$ cat src/rtl/cr_kme_fifo_pkg.sv
// -----------------------------------------------------------------------------
// cr_kme_fifo_pkg
// Helpers shared by the KME FIFO family.
//   ptr_inc    - advances a pointer in the range 0..depth-1 and wraps explicitly,
//                so depths that are not a power of two work.
//   fifo_ptr_w - pointer width needed to address depth entries (at least 1).
// -----------------------------------------------------------------------------
package cr_kme_fifo_pkg;

   function automatic int unsigned ptr_inc(input int unsigned ptr,
                                           input int unsigned depth);
      return (ptr >= depth - 1) ? 0 : ptr + 1;
   endfunction

   function automatic int unsigned fifo_ptr_w(input int unsigned depth);
      return (depth <= 2) ? 1 : $clog2(depth);
   endfunction

endpackage

$ cat src/rtl/cr_kme_pfifo_ctrl.sv
// -----------------------------------------------------------------------------
// cr_kme_pfifo_ctrl
// Control path of cr_kme_pfifo. It holds the read/write pointers and the
// occupancy counter. It qualifies the raw write/ack requests into wen/ren and
// registers the one-cycle overflow/underflow pulses.
// Ports:
//   clk, rst      - clock, synchronous active-high reset
//   i_valid       - raw write request
//   i_ack         - raw pop request
//   i_clear       - synchronous flush (pointers and count to zero)
//   o_wen         - qualified write enable for the storage array
//   o_wptr/o_rptr - write/read pointers, 0..DEPTH-1
//   o_cnt         - registered occupancy
//   o_overflow    - pulse: a write was dropped in the previous cycle
//   o_underflow   - pulse: an ack arrived while empty in the previous cycle
// -----------------------------------------------------------------------------
module cr_kme_pfifo_ctrl
   import cr_kme_fifo_pkg::*;
#(
   parameter int DEPTH = 4,
   parameter int CNT_W = 3,
   parameter int PTR_W = 2
) (
   input  logic             clk,
   input  logic             rst,
   input  logic             i_valid,
   input  logic             i_ack,
   input  logic             i_clear,
   output logic             o_wen,
   output logic [PTR_W-1:0] o_wptr,
   output logic [PTR_W-1:0] o_rptr,
   output logic [CNT_W-1:0] o_cnt,
   output logic             o_overflow,
   output logic             o_underflow
);

   logic [PTR_W-1:0] r_wptr;
   logic [PTR_W-1:0] r_rptr;
   logic [CNT_W-1:0] r_cnt;
   logic             r_overflow;
   logic             r_underflow;

   logic             w_empty;
   logic             w_full;
   logic             w_ren;
   logic             w_wen;

   assign w_empty = (r_cnt == '0);
   assign w_full  = (r_cnt == CNT_W'(DEPTH));
   assign w_ren   = i_ack & ~w_empty;
   // A full FIFO still takes a write when the head leaves in the same cycle.
   assign w_wen   = i_valid & (~w_full | w_ren);

   // The array write is suppressed during a flush or reset. The contents would
   // be unreachable anyway, but this keeps the discarded write truly discarded.
   assign o_wen   = w_wen & ~i_clear & ~rst;

   // NOTE: state registers use non-blocking assignments so every flop samples
   // the pre-edge values, whatever the order of the statements.
   always_ff @(posedge clk) begin
      if (rst) begin
         r_wptr      <= '0;
         r_rptr      <= '0;
         r_cnt       <= '0;
         r_overflow  <= 1'b0;
         r_underflow <= 1'b0;
      end else if (i_clear) begin
         // The flush wins over any request in the same cycle. That request is
         // not reported as an error.
         r_wptr      <= '0;
         r_rptr      <= '0;
         r_cnt       <= '0;
         r_overflow  <= 1'b0;
         r_underflow <= 1'b0;
      end else begin
         if (w_wen) r_wptr <= PTR_W'(ptr_inc(32'(r_wptr), DEPTH));
         if (w_ren) r_rptr <= PTR_W'(ptr_inc(32'(r_rptr), DEPTH));

         case ({w_wen, w_ren})
            2'b10:   r_cnt <= r_cnt + CNT_W'(1);
            2'b01:   r_cnt <= r_cnt - CNT_W'(1);
            default: r_cnt <= r_cnt;
         endcase

         r_overflow  <= i_valid & ~w_wen;
         r_underflow <= i_ack & w_empty;
      end
   end

   assign o_wptr      = r_wptr;
   assign o_rptr      = r_rptr;
   assign o_cnt       = r_cnt;
   assign o_overflow  = r_overflow;
   assign o_underflow = r_underflow;

endmodule

$ cat src/rtl/cr_kme_pfifo.sv
// -----------------------------------------------------------------------------
// cr_kme_pfifo
// Parametrised first-word-fall-through FIFO. The producer side uses
// stall/valid and the consumer side uses valid/ack.
// Ports:
//   clk, rst               - clock, synchronous active-high reset
//   fifo_in                - write data (WIDTH)
//   fifo_in_valid          - write request
//   fifo_in_stall          - early back-pressure: free_slots < STALL_THRESH
//   fifo_in_stall_override - forces fifo_in_stall low (full check still applies)
//   fifo_clear             - synchronous flush
//   fifo_out               - head entry, zero when empty (WIDTH)
//   fifo_out_valid         - FIFO non-empty
//   fifo_out_ack           - consumer pops the head
//   fifo_overflow          - pulse: a write was dropped
//   fifo_underflow         - pulse: an ack arrived while empty
//   used_slots/free_slots  - occupancy and remaining space (CNT_W)
// -----------------------------------------------------------------------------
module cr_kme_pfifo
   import cr_kme_fifo_pkg::*;
#(
   parameter int WIDTH        = 71,
   parameter int DEPTH        = 4,
   parameter int STALL_THRESH = 1,
   parameter int CNT_W        = $clog2(DEPTH + 1)
) (
   input  logic             clk,
   input  logic             rst,
   input  logic [WIDTH-1:0] fifo_in,
   input  logic             fifo_in_valid,
   output logic             fifo_in_stall,
   input  logic             fifo_in_stall_override,
   input  logic             fifo_clear,
   output logic [WIDTH-1:0] fifo_out,
   output logic             fifo_out_valid,
   input  logic             fifo_out_ack,
   output logic             fifo_overflow,
   output logic             fifo_underflow,
   output logic [CNT_W-1:0] used_slots,
   output logic [CNT_W-1:0] free_slots
);

   localparam int PTR_W = fifo_ptr_w(DEPTH);

   // Elaboration-time legality checks on the parameters.
   if (WIDTH < 1) begin : g_bad_width
      $fatal(1, "cr_kme_pfifo: WIDTH must be at least 1");
   end
   if (DEPTH < 2) begin : g_bad_depth
      $fatal(1, "cr_kme_pfifo: DEPTH must be at least 2");
   end
   if (STALL_THRESH < 1 || STALL_THRESH > DEPTH) begin : g_bad_thresh
      $fatal(1, "cr_kme_pfifo: STALL_THRESH must be in 1..DEPTH");
   end

   logic             w_wen;
   logic [PTR_W-1:0] w_wptr;
   logic [PTR_W-1:0] w_rptr;
   logic [CNT_W-1:0] w_cnt;
   logic             w_valid;
   logic [CNT_W-1:0] w_free;

   logic [WIDTH-1:0] r_mem [DEPTH];

   cr_kme_pfifo_ctrl #(
      .DEPTH (DEPTH),
      .CNT_W (CNT_W),
      .PTR_W (PTR_W)
   ) u_ctrl (
      .clk         (clk),
      .rst         (rst),
      .i_valid     (fifo_in_valid),
      .i_ack       (fifo_out_ack),
      .i_clear     (fifo_clear),
      .o_wen       (w_wen),
      .o_wptr      (w_wptr),
      .o_rptr      (w_rptr),
      .o_cnt       (w_cnt),
      .o_overflow  (fifo_overflow),
      .o_underflow (fifo_underflow)
   );

   // NOTE: the storage array has no reset. Stale entries are never visible
   // because fifo_out is masked to zero whenever the count says empty.
   always_ff @(posedge clk) begin
      if (w_wen) r_mem[w_wptr] <= fifo_in;
   end

   assign w_valid        = (w_cnt != '0);
   assign w_free         = CNT_W'(DEPTH) - w_cnt;

   assign fifo_out_valid = w_valid;
   assign fifo_out       = w_valid ? r_mem[w_rptr] : '0;
   assign used_slots     = w_cnt;
   assign free_slots     = w_free;

   // Stall depends only on the registered count, so it never forms a
   // combinational loop with the producer's valid or the consumer's ack.
   assign fifo_in_stall  = ~fifo_in_stall_override & (w_free < CNT_W'(STALL_THRESH));

endmodule

$ cat config.mk
export PLATFORM = sky130hd
export DESIGN_NAME = cr_kme_pfifo
export DESIGN_NICKNAME = d
export VERILOG_FILES = /design/src/rtl/cr_kme_fifo_pkg.sv /design/src/rtl/cr_kme_pfifo_ctrl.sv /design/src/rtl/cr_kme_pfifo.sv
export SDC_FILE = /design/constraint.sdc
export NUM_CORES = 1
export LEC_CHECK = 0
export BUFFER_PORTS_ARGS = -buffer_cell sky130_fd_sc_hd__buf_2
export CORE_MARGIN = 5
export CORE_UTILIZATION = 57
export CTS_CLUSTER_DIAMETER = 200
export CTS_CLUSTER_SIZE = 28
export DETAILED_ROUTE_END_ITERATION = 10
export PLACE_DENSITY = 0.87
export SYNTH_ARGS = -nofsm -noshare
export SYNTH_HDL_FRONTEND = slang
export SYNTH_SLANG_ARGS = --single-unit
$ cat constraint.sdc
create_clock -name clk -period 4.9 [get_ports clk]
set_clock_uncertainty 0.05 [all_clocks]
set_input_delay 0 -clock clk [delete_from_list [all_inputs] [get_ports clk]]
set_output_delay 0 -clock clk [all_outputs]
set_load 0.05 [all_outputs]
==> metrics.yaml, run 1 <==
outcome: "complete, no violations"
critPathBufInv: 1
numCtsBuffers: 14
clk_latency_ps: 480
crit_cells: 6
worstPathCellList: "inv_1 -> ha_1 -> ha_1 -> nand2b_1 -> a21boi_1 -> and3_4"
hold_depth: 2
core-area_mm2: 0.0196
cap_viol_max_count: 0
powerDensity_mw_per_mm2: 332
first_global_vias: 6016
drt_iter0_drc: 461
setup-tns-final_ps: 0
cts_sinks: 295
vdd.ir_drop.worst_mv: 0.194
overflow: 0
dieArea_mm2: 0.0230
ctsResizeCount: 0
h-tree-depth: 1
cp.required_ps: 4960
drive_gt1_share_pct: 33.6
start_util_pct: 58.3
rsz0062_at_grt: "false"
via_per_inst: 5.58
ys_seq_area_share_pct: 76.5
yosysWarnings: 0
die_height_um: 152
arrival_ps: 3340
dp_hpwl_um: 12700
layout_commonest_cell: "edfxtp_1"
numPortBuffers: 157
dpl-instance-area_mm2: 0.0124
place_ws_ps: 1650
synth_edf_count: 284
worstSetupStartpointType: "flop"
fill_cells: 1205
nNetsFinal: 830
finalSetupViolCount: 0
synth_area_per_cell_um2: 22.0
slew_headroom_pct: 27.4
cts_tree: "done"
worst_slew_pin_slew_ps: 1090
setup_ws_ps: 1610
synth-async-reset-ratio_pct: 0
synth_area_mm2: 0.0114
p_leak_nw: 4.66
switchingPower_mw: 0.992
drt-pass1-iter-count: 6
route.detailed.drc: 0
yosysUniqueCellTypes: 33
cp_common_cell: "ha_1"
rows: 51
cts_buffer_depth: 3
slowest_delay_ps: 950
p_comb_share_pct: 8.7
place.gp.congestion: 0.783
min_period_over_period_pct: 67.1
p_seq_share_pct: 62.2
period_minus_slack_ps: 3290
grt_max_degree: 73
internal-power_mw: 3.51
clk_pin_slew_ps: 100
dieWidth_um: 152
hold_viol: 0
grt_pass1_wl_um: 34500
finalPower_mw: 4.50
r2r_cells: 6
crit_path_end_kind: "flop"
timing.fmax_mhz: 304
slew_viol_final: 0
final_cell_mix: "edfxtp_1 (284), buf_2 (157), dlygate4sd3_1 (76)"
wl_um: 22400
syn_inst: 519
antenna_found_initial: 2
crit_family: "simple AND/OR/NAND/NOR gates"
dp.cells: 917
stdcell_area_mm2: 0.0135
worst_hold_path_type: "in -> reg"
netSwitchingFraction_pct: 22.0
io_pins: 158
groute.usage.overall_pct: 19.9
num_vias: 5691
pwr-share-clk_pct: 29.1
ys_ff_latch: 295
path_max_fanout: 71
antenna_left: 0
critical_path_class: "reg -> reg"
synth_nets: 605
cts_root_buf: "clkbuf_16"
wire_per_inst_um: 21.9
slowest_stage: "and3_4"
areaGrowthSynthToFinish_pct: 18.5
synth_top_flop_cell: "edfxtp_1"
layout.cells.non_filler: 1019
## state kept, by name (all words and copies together) (netlist names), named ones only
name	cells
u_ctrl.o_cnt	3
u_ctrl.o_wptr	2
u_ctrl.o_rptr	2
u_ctrl.o_overflow	1
u_ctrl.o_underflow	1
r_mem	284
## through the flow
stage                     hold WS [ps]  util (%)
after floorplan                   35.6         -
after global placement             160      63.1
after detailed placement           169      63.1
after CTS                          205      69.1
after global routing               214      69.1
final                              210      69.1
## cell type report
type                            instances  area (um^2)  share of cell area (%)
Clock inverter                          1         16.3                   0.120
Tap cell                              265          332                    2.45
Timing Repair Buffer                  235         1560                    11.5
Clock buffer                           23          405                    2.99
Inverter                                8         30.0                   0.222
Sequential cell                       295         8760                    64.6
Multi-Input combinational cell        190         2440                    18.0
Antenna cell                            2         5.00                  0.0369
## worst paths after layout
| kind | endpoint | start | slack [ps] |
|---|---|---|---|
| setup / recovery | r_mem[2][56] | u_ctrl.o_cnt[0] | 1610 |
| hold / removal | r_mem[2][62] | fifo_in[62] | 210 |
| setup reg to reg | r_mem[2][56] | u_ctrl.o_cnt[0] | 1610 |
| hold reg to reg | u_ctrl.o_cnt[1] | u_ctrl.o_cnt[1] | 460 |
## power groups by stage
stage               Combinational [mW]  Sequential (mW)  Clock [mW]
detailed placement               0.345             2.86           0
CTS                              0.395             2.80        1.32
global placement                 0.333             2.85           0
global route                     0.418             2.80        1.43
finish                           0.392             2.80        1.31
floorplan                        0.231             2.86           0
## routing by layer
| metal | global-route usage, % | wire, um |
|---|---|---|
| met2 | 34.1 | 11600 |
| met4 | 3.86 | 314 |
| met1 | 27.8 | 9090 |
| met5 | 0 | 0 |
| met3 | 3.06 | 1400 |
## synth_stat cells, drive strengths merged, types with 2 or more instances
| cell type | number | area, um^2 |
|---|---|---|
| and2 | 71 | 444 |
| mux2i | 6 | 60.1 |
| dfxtp | 11 | 220 |
| mux4 | 71 | 1600 |
| edfxtp | 284 | 8530 |
| a21oi | 2 | 10.0 |
| nor2 | 3 | 11.3 |
| a21boi | 2 | 15.0 |
| inv | 8 | 30.0 |
| and3 | 5 | 31.3 |
| or3 | 2 | 12.5 |
| nand2 | 8 | 30.0 |
| clkbuf | 9 | 33.8 |
| ha | 8 | 100 |
| buf | 17 | 198 |
## cell families (layout without fill, tap and decap cells)
| kind of cell | Yosys count | in the layout | share of synthesized area (%) |
|---|---|---|---|
| simple gates | 100 | 100 | 5.35 |
| fa+ha+maj | 9 | 9 | 1.05 |
| other cells | 0 | 2 | 0 |
| flops | 295 | 295 | 76.5 |
| mux | 77 | 77 | 14.5 |
| buf+inv | 34 | 267 | 2.29 |
| compound gates | 4 | 4 | 0.219 |
## what timing repair did
action / 4_1_cts / 5_1_grt
hold buffers: 76 / 0
setup buffers: 0 / 0
endpoints found under the hold margin: 294 / 0
Power figures use the tool's default switching activity.
==> run 2, diff against run 1 <==
--- a/config.mk
+++ b/config.mk
@@ -5,6 +5,7 @@
 export SDC_FILE = /design/constraint.sdc
 export NUM_CORES = 1
 export LEC_CHECK = 0
+export ABC_AREA = 1
 export BUFFER_PORTS_ARGS = -buffer_cell sky130_fd_sc_hd__buf_2
 export CORE_MARGIN = 5
 export CORE_UTILIZATION = 57
==> constraint.sdc (replaced) <==
create_clock -name clk -period 3.35 [get_ports clk]
set_clock_uncertainty 0.05 [all_clocks]
set_input_delay 0 -clock clk [delete_from_list [all_inputs] [get_ports clk]]
set_output_delay 0 -clock clk [all_outputs]
set_load 0.05 [all_outputs]
==> run 2 against run 1 <==
  * Hold slack better by 9.4 ps
  * Synthesized area rose by 1.0%
  * Die area rose by 0.96%
  * Final area is 2.0% higher
  * Sequential cell count did not move
  * Clock-buffer cell count is 3 lower
  * Combinational power is 100% higher
  * Utilization down 0.41 points
  * Highest routed layer unchanged
==> metrics.yaml, run 2 <==
outcome: "complete, no violations"
grt_max_degree: 143
slew_viol_final: 0
synth_area_per_cell_um2: 12.6
rsz0062_at_grt: "false"
setup_ws_ps: 670
cts_sinks: 295
dp.cells: 1304
synth_top_area_share_pct: 73.9
first_global_vias: 7619
synth_common_cells: "nor2_1 (302), edfxtp_1 (284), o21ai_0 (123)"
met1_usage_pct: 27.7
numPortBuffers: 157
use_met3_pct: 4.29
p_leak_nw: 5.05
cts_setup_buffers: 0
via_per_inst: 5.45
synth-async-reset-ratio_pct: 0
overflow: 0
worstPathCellList: "inv_1 -> ha_1 -> ha_4 -> buf_4 -> a21oi_1 -> buf_2"
wl_um: 24700
hold_viol: 0
powerDensity_mw_per_mm2: 488
cp.required_ps: 3300
grt_most_used_layer: "met2"
p_seq_share_pct: 60.7
synth_edf_count: 284
nNetsFinal: 1213
syn_inst: 917
synth_top_flop_cell: "edfxtp_1"
vdd.ir_drop.worst_mv: 0.324
synth_nets: 1003
internal-power_mw: 5.14
synth_area_leaders: "edfxtp_1 (74%), nor2_1 (9.8%), o21ai_0 (5.3%), a21oi_1 (3.1%), dfxtp_1 (1.9%)"
synth_area_mm2: 0.0115
route.detailed.drc: 0
dieWidth_um: 152
yosysWarnings: 0
layout.cells.non_filler: 1403
pwr-share-clk_pct: 27.6
grtUsageMet2_pct: 34.9
setup-tns-final_ps: 0
drt-pass1-iter-count: 6
areaGrowthSynthToFinish_pct: 19.7
ys_ff_latch: 295
largest_reg_flops: 284
h-tree-depth: 1
drt_iter0_drc: 631
worstSetupStartpointType: "flop"
cts_tree: "done"
antenna_left: 0
timing.fmax_mhz: 373
rows: 52
slowest_stage: "buf_4"
num_vias: 7641
synth_most_common_cell: "nor2_1"
worst_hold_path_type: "in -> reg"
place_ws_ps: 773
ctsResizeCount: 0
cap_viol_max_count: 0
fin_util_pct: 68.7
regMostFlops: "r_mem"
place.gp.congestion: 0.792
ys_seq_area_share_pct: 75.8
worst_slew_pin_slew_ps: 925
grt_pass1_wl_um: 38900
path_max_fanout: 71
start_util_pct: 57.4
io_pins: 158
slew_headroom_pct: 38.3
min_period_over_period_pct: 80.0
finalPower_mw: 6.74
p_comb_share_pct: 11.7
core-area_mm2: 0.0201
cts_buffer_depth: 3
netSwitchingFraction_pct: 23.8
drive_gt1_share_pct: 17.8
clk_pin_slew_ps: 100
final_cell_mix: "nor2_1 (298), edfxtp_1 (284), buf_2 (157)"
antenna_found_initial: 1
yosys.area.top_type: "edfxtp_1"
switchingPower_mw: 1.60
numCtsBuffers: 14
dieArea_mm2: 0.0232
yosysUniqueCellTypes: 22
arrival_ps: 2630
die_height_um: 152
crit_path_end_kind: "output pin"
slowest_delay_ps: 720
wire_per_inst_um: 17.6
dp_hpwl_um: 13400
groute.usage.overall_pct: 20.5
clk_latency_ps: 480
critical_path_class: "reg -> out"
finalSetupViolCount: 0
period_minus_slack_ps: 2680
cts_root_buf: "clkbuf_16"
layout_commonest_cell: "nor2_1"
[run 2: changes by cell type in the layout (fill, tap and decap cells not counted), sizes merged, moves of 5 or more]
cell   change
o21ai    +148
and2      -71
mux2i      -6
nor2     +299
a21oi     +70
inv       +12
and3       -5
buf       +13
mux4      -71
[run 2: cell families after synthesis]
kind of cell,synth area share (%)
adder cells (fa/ha/maj),1.04
AO/OA/AOI/OAI,9.62
flip-flops,75.8
AND/OR/NAND/NOR,10.4
buffers and inverters,3.21
[run 2: power by group through the flow]
stage / Combinational, mW / Sequential, mW / Clock [mW]
finish: 0.791 / 4.09 / 1.86
global route: 0.848 / 4.10 / 2.03
CTS: 0.789 / 4.09 / 1.89
detailed placement: 0.717 / 4.18 / 0
global placement: 0.702 / 4.18 / 0
floorplan: 0.483 / 4.19 / 0
[run 2: metrics by stage]
step | area [um^2] | hold WS (ps)
floorplan | 11600 | 48.9
global placement | 12600 | 160
detailed placement | 12600 | 165
CTS | 13800 | 204
global route | 13800 | 206
finish | 13800 | 219
[run 2: final timing paths]
| check | to | start | slack, ps | cells past startpoint |
|---|---|---|---|---|
| min | r_mem[2][11] | fifo_in[11] | 220 | 2 |
| max | fifo_out[46] | u_ctrl.o_cnt[0] | 670 | 6 |
| max reg2reg | r_mem[2][10] | u_ctrl.o_cnt[0] | 750 | 11 |
| min reg2reg | flop | u_ctrl.o_rptr[1] | 460 | 2 |
[run 2: repair_timing]
action	in CTS	in global routing
hold buffers	77	0
hold endpoints to repair	295	0
endpoints found under the setup margin	0	0
[run 2: final cells by class]
class,count,area (um^2)
timing repair buffer,249,1740
multi-input combinational,546,2470
sequential,295,8760
clock buffer,20,394
antenna,1,2.50
clock inverter,1,16.3
tap,270,338
inverter,21,85.1
fill,1305,6290
[run 2: metal layers]
metal,up-vias,wire length [um]
met5,-,0
met4,0,317
met3,26,2200
met2,321,12400
met1,3656,9820
li1,3638,-
[run 2: critical path: cells and delay by family, from the launching register on]
family                   cells  cell delay, ps
flip-flops                   1             370
buffers and inverters        3            1120
AO/OA/AOI/OAI                1             210
adder cells (fa/ha/maj)      2             420
==> run 3, diff against run 2 <==
--- a/config.mk
+++ b/config.mk
@@ -5,7 +5,7 @@
 export SDC_FILE = /design/constraint.sdc
 export NUM_CORES = 1
 export LEC_CHECK = 0
-export ABC_AREA = 1
+export ABC_AREA = 0
 export BUFFER_PORTS_ARGS = -buffer_cell sky130_fd_sc_hd__buf_2
 export CORE_MARGIN = 5
 export CORE_UTILIZATION = 57
==> constraint.sdc (replaced) <==
create_clock -name clk -period 2.5 [get_ports clk]
set_clock_uncertainty 0.05 [all_clocks]
set_input_delay 0 -clock clk [delete_from_list [all_inputs] [get_ports clk]]
set_output_delay 0 -clock clk [all_outputs]
set_load 0.05 [all_outputs]
==> run 3 against run 2 <==
  * Clock power increased by 38%
  * Sequential power up 34%
  * Wire length shrank 6.7%
  * Hold slack worse by 21 ps
  * Clock-buffer cell count rose by 3
  * Utilization grew 2.6 points
  * Sequential share of layout area fell by 0.70 points
==> metrics.yaml, run 3 (synthesis gave the netlist of run 1 again) <==
powerDensity_mw_per_mm2: 634
cts_buffer_depth: 3
path_max_fanout: 35
regMostFlops: "r_mem"
final_cell_mix: "edfxtp_1 (284), buf_2 (157), dlygate4sd3_1 (76)"
timing.fmax_mhz: 425
groute.usage.overall_pct: 20.4
rows: 51
cts_tree: "done"
critical_path_class: "reg -> out"
p_leak_nw: 4.84
layout_commonest_cell: "edfxtp_1"
worst_hold_path_type: "in -> reg"
min_period_over_period_pct: 94.0
wl_um: 23100
overflow: 0
slew_viol_final: 0
r2r_cells: 9
min_to: "r_mem[0][68]"
dieWidth_um: 152
finalSetupViolCount: 0
arrival_ps: 2300
drt_iter0_drc: 363
start_util_pct: 58.3
first_global_vias: 6190
clk_latency_ps: 490
antenna_cells: 0
hold_depth: 2
areaGrowthSynthToFinish_pct: 22.3
h-tree-depth: 1
antenna_found_initial: 1
nNetsFinal: 852
grt_pass1_wl_um: 35300
clk_pin_slew_ps: 100
io_pins: 158
worst_slew_pin_slew_ps: 436
core-area_mm2: 0.0196
outcome: "complete, no violations"
cap_viol_max_count: 0
drt-pass1-iter-count: 5
route.met3.wl_um: 1600
dieArea_mm2: 0.0230
hp-start: "fifo_in[68]"
drive_gt1_share_pct: 37.2
worstSetupStartpointType: "flop"
r2r_start: "u_ctrl.o_cnt[1]"
place.gp.congestion: 0.781
num_vias: 5814
antenna_left: 0
fill_cells: 1152
slew_headroom_pct: 70.9
die_height_um: 152
cts_root_buf: "clkbuf_16"
wl_met2_um: 12000
hold_viol: 0
numPortBuffers: 157
setup-tns-final_ps: 0
layout.cells.non_filler: 1039
period_minus_slack_ps: 2350
dpl-instance-area_mm2: 0.0127
r2r_setup_slack_ps: 160
worstReg2RegEnd: "u_ctrl.o_cnt[2]"
largest_reg_flops: 284
dp_hpwl_um: 14300
route.detailed.drc: 0
stdcell_area_mm2: 0.0140
rsz0062_at_grt: "false"
crit_path_end_kind: "output pin"
grt_max_degree: 51
dp.cells: 936
cts_sinks: 295
via_per_inst: 5.60
highest_layer: "met5"
drt-met1-wl_um: 9100
vdd.ir_drop.worst_mv: 0.508
wire_per_inst_um: 22.2
numCtsBuffers: 14
cp.required_ps: 2450
run 3: layer usage:
layer,GRT usage [%],up-vias
met1,27.9,2980
met4,4.18,2
li1,-,2576
met5,0,-
met3,3.42,33
met2,35.2,223
run 3: critical path, stage by stage (launching register included):
cell	delay (ps)
dfxtp_4	510
buf_12	310
mux4_2	560
and2_1	190
buf_2	210
run 3: timing repair:
| action | in CTS | in global routing |
|---|---|---|
| hold buffers | 76 | 0 |
| buffers inserted | 2 | 1 |
| pin swaps | 2 | 2 |
| hold endpoints to repair | 293 | 0 |
| resized for setup | 2 | 5 |
| setup endpoints to repair | 1 | 24 |
run 3: stage by stage:
step | util, % | setup slack (ps) | total power [mW] | hold slack (ps)
2_1_floorplan | - | 12.5 | 6.06 | 35.6
3_3_place_gp | 65.0 | 149 | 6.28 | 160
3_5_place_dp | 65.0 | 33.8 | 6.31 | 166
4_1_cts | 71.2 | 4.66 | 8.91 | 188
5_1_grt | 71.3 | 2.00 | 9.16 | 187
6_report | 71.3 | 149 | 8.86 | 198
run 3: where the power goes:
group	leakage [nW]	internal [mW]	switching, mW	total, mW
Sequential	2.66	5.46	0.0188	5.48
Combinational	1.98	0.302	0.519	0.821
Clock	0.201	1.14	1.41	2.56
run 3: worst max-delay path by stage:
| stage | start | endpoint | slack, ps | depth (start not counted) |
|---|---|---|---|---|
| 6_report | flop | fifo_out[34] | 150 | 4 |
| 3_5_place_dp | u_ctrl.o_cnt[0] | u_ctrl.o_cnt[2] | 30 | 9 |
| 3_3_place_gp | u_ctrl.o_cnt[0] | u_ctrl.o_cnt[2] | 150 | 9 |
| 2_1_floorplan | u_ctrl.o_cnt[1] | u_ctrl.o_cnt[2] | 10 | 9 |
| 5_1_grt | flop | fifo_out[8] | 2 | 4 |
| 4_1_cts | u_ctrl.o_cnt[1] | u_ctrl.o_cnt[2] | 5 | 9 |
run 3: final cells by class:
type	count	area, um^2	share of cell area [%]
clock buffer	23	405	2.90
multi-input combinational	190	2490	17.8
inverter	8	35.0	0.251
sequential	295	8760	62.7
timing repair buffer	257	1930	13.8
clock inverter	1	16.3	0.116
tap	265	332	2.37
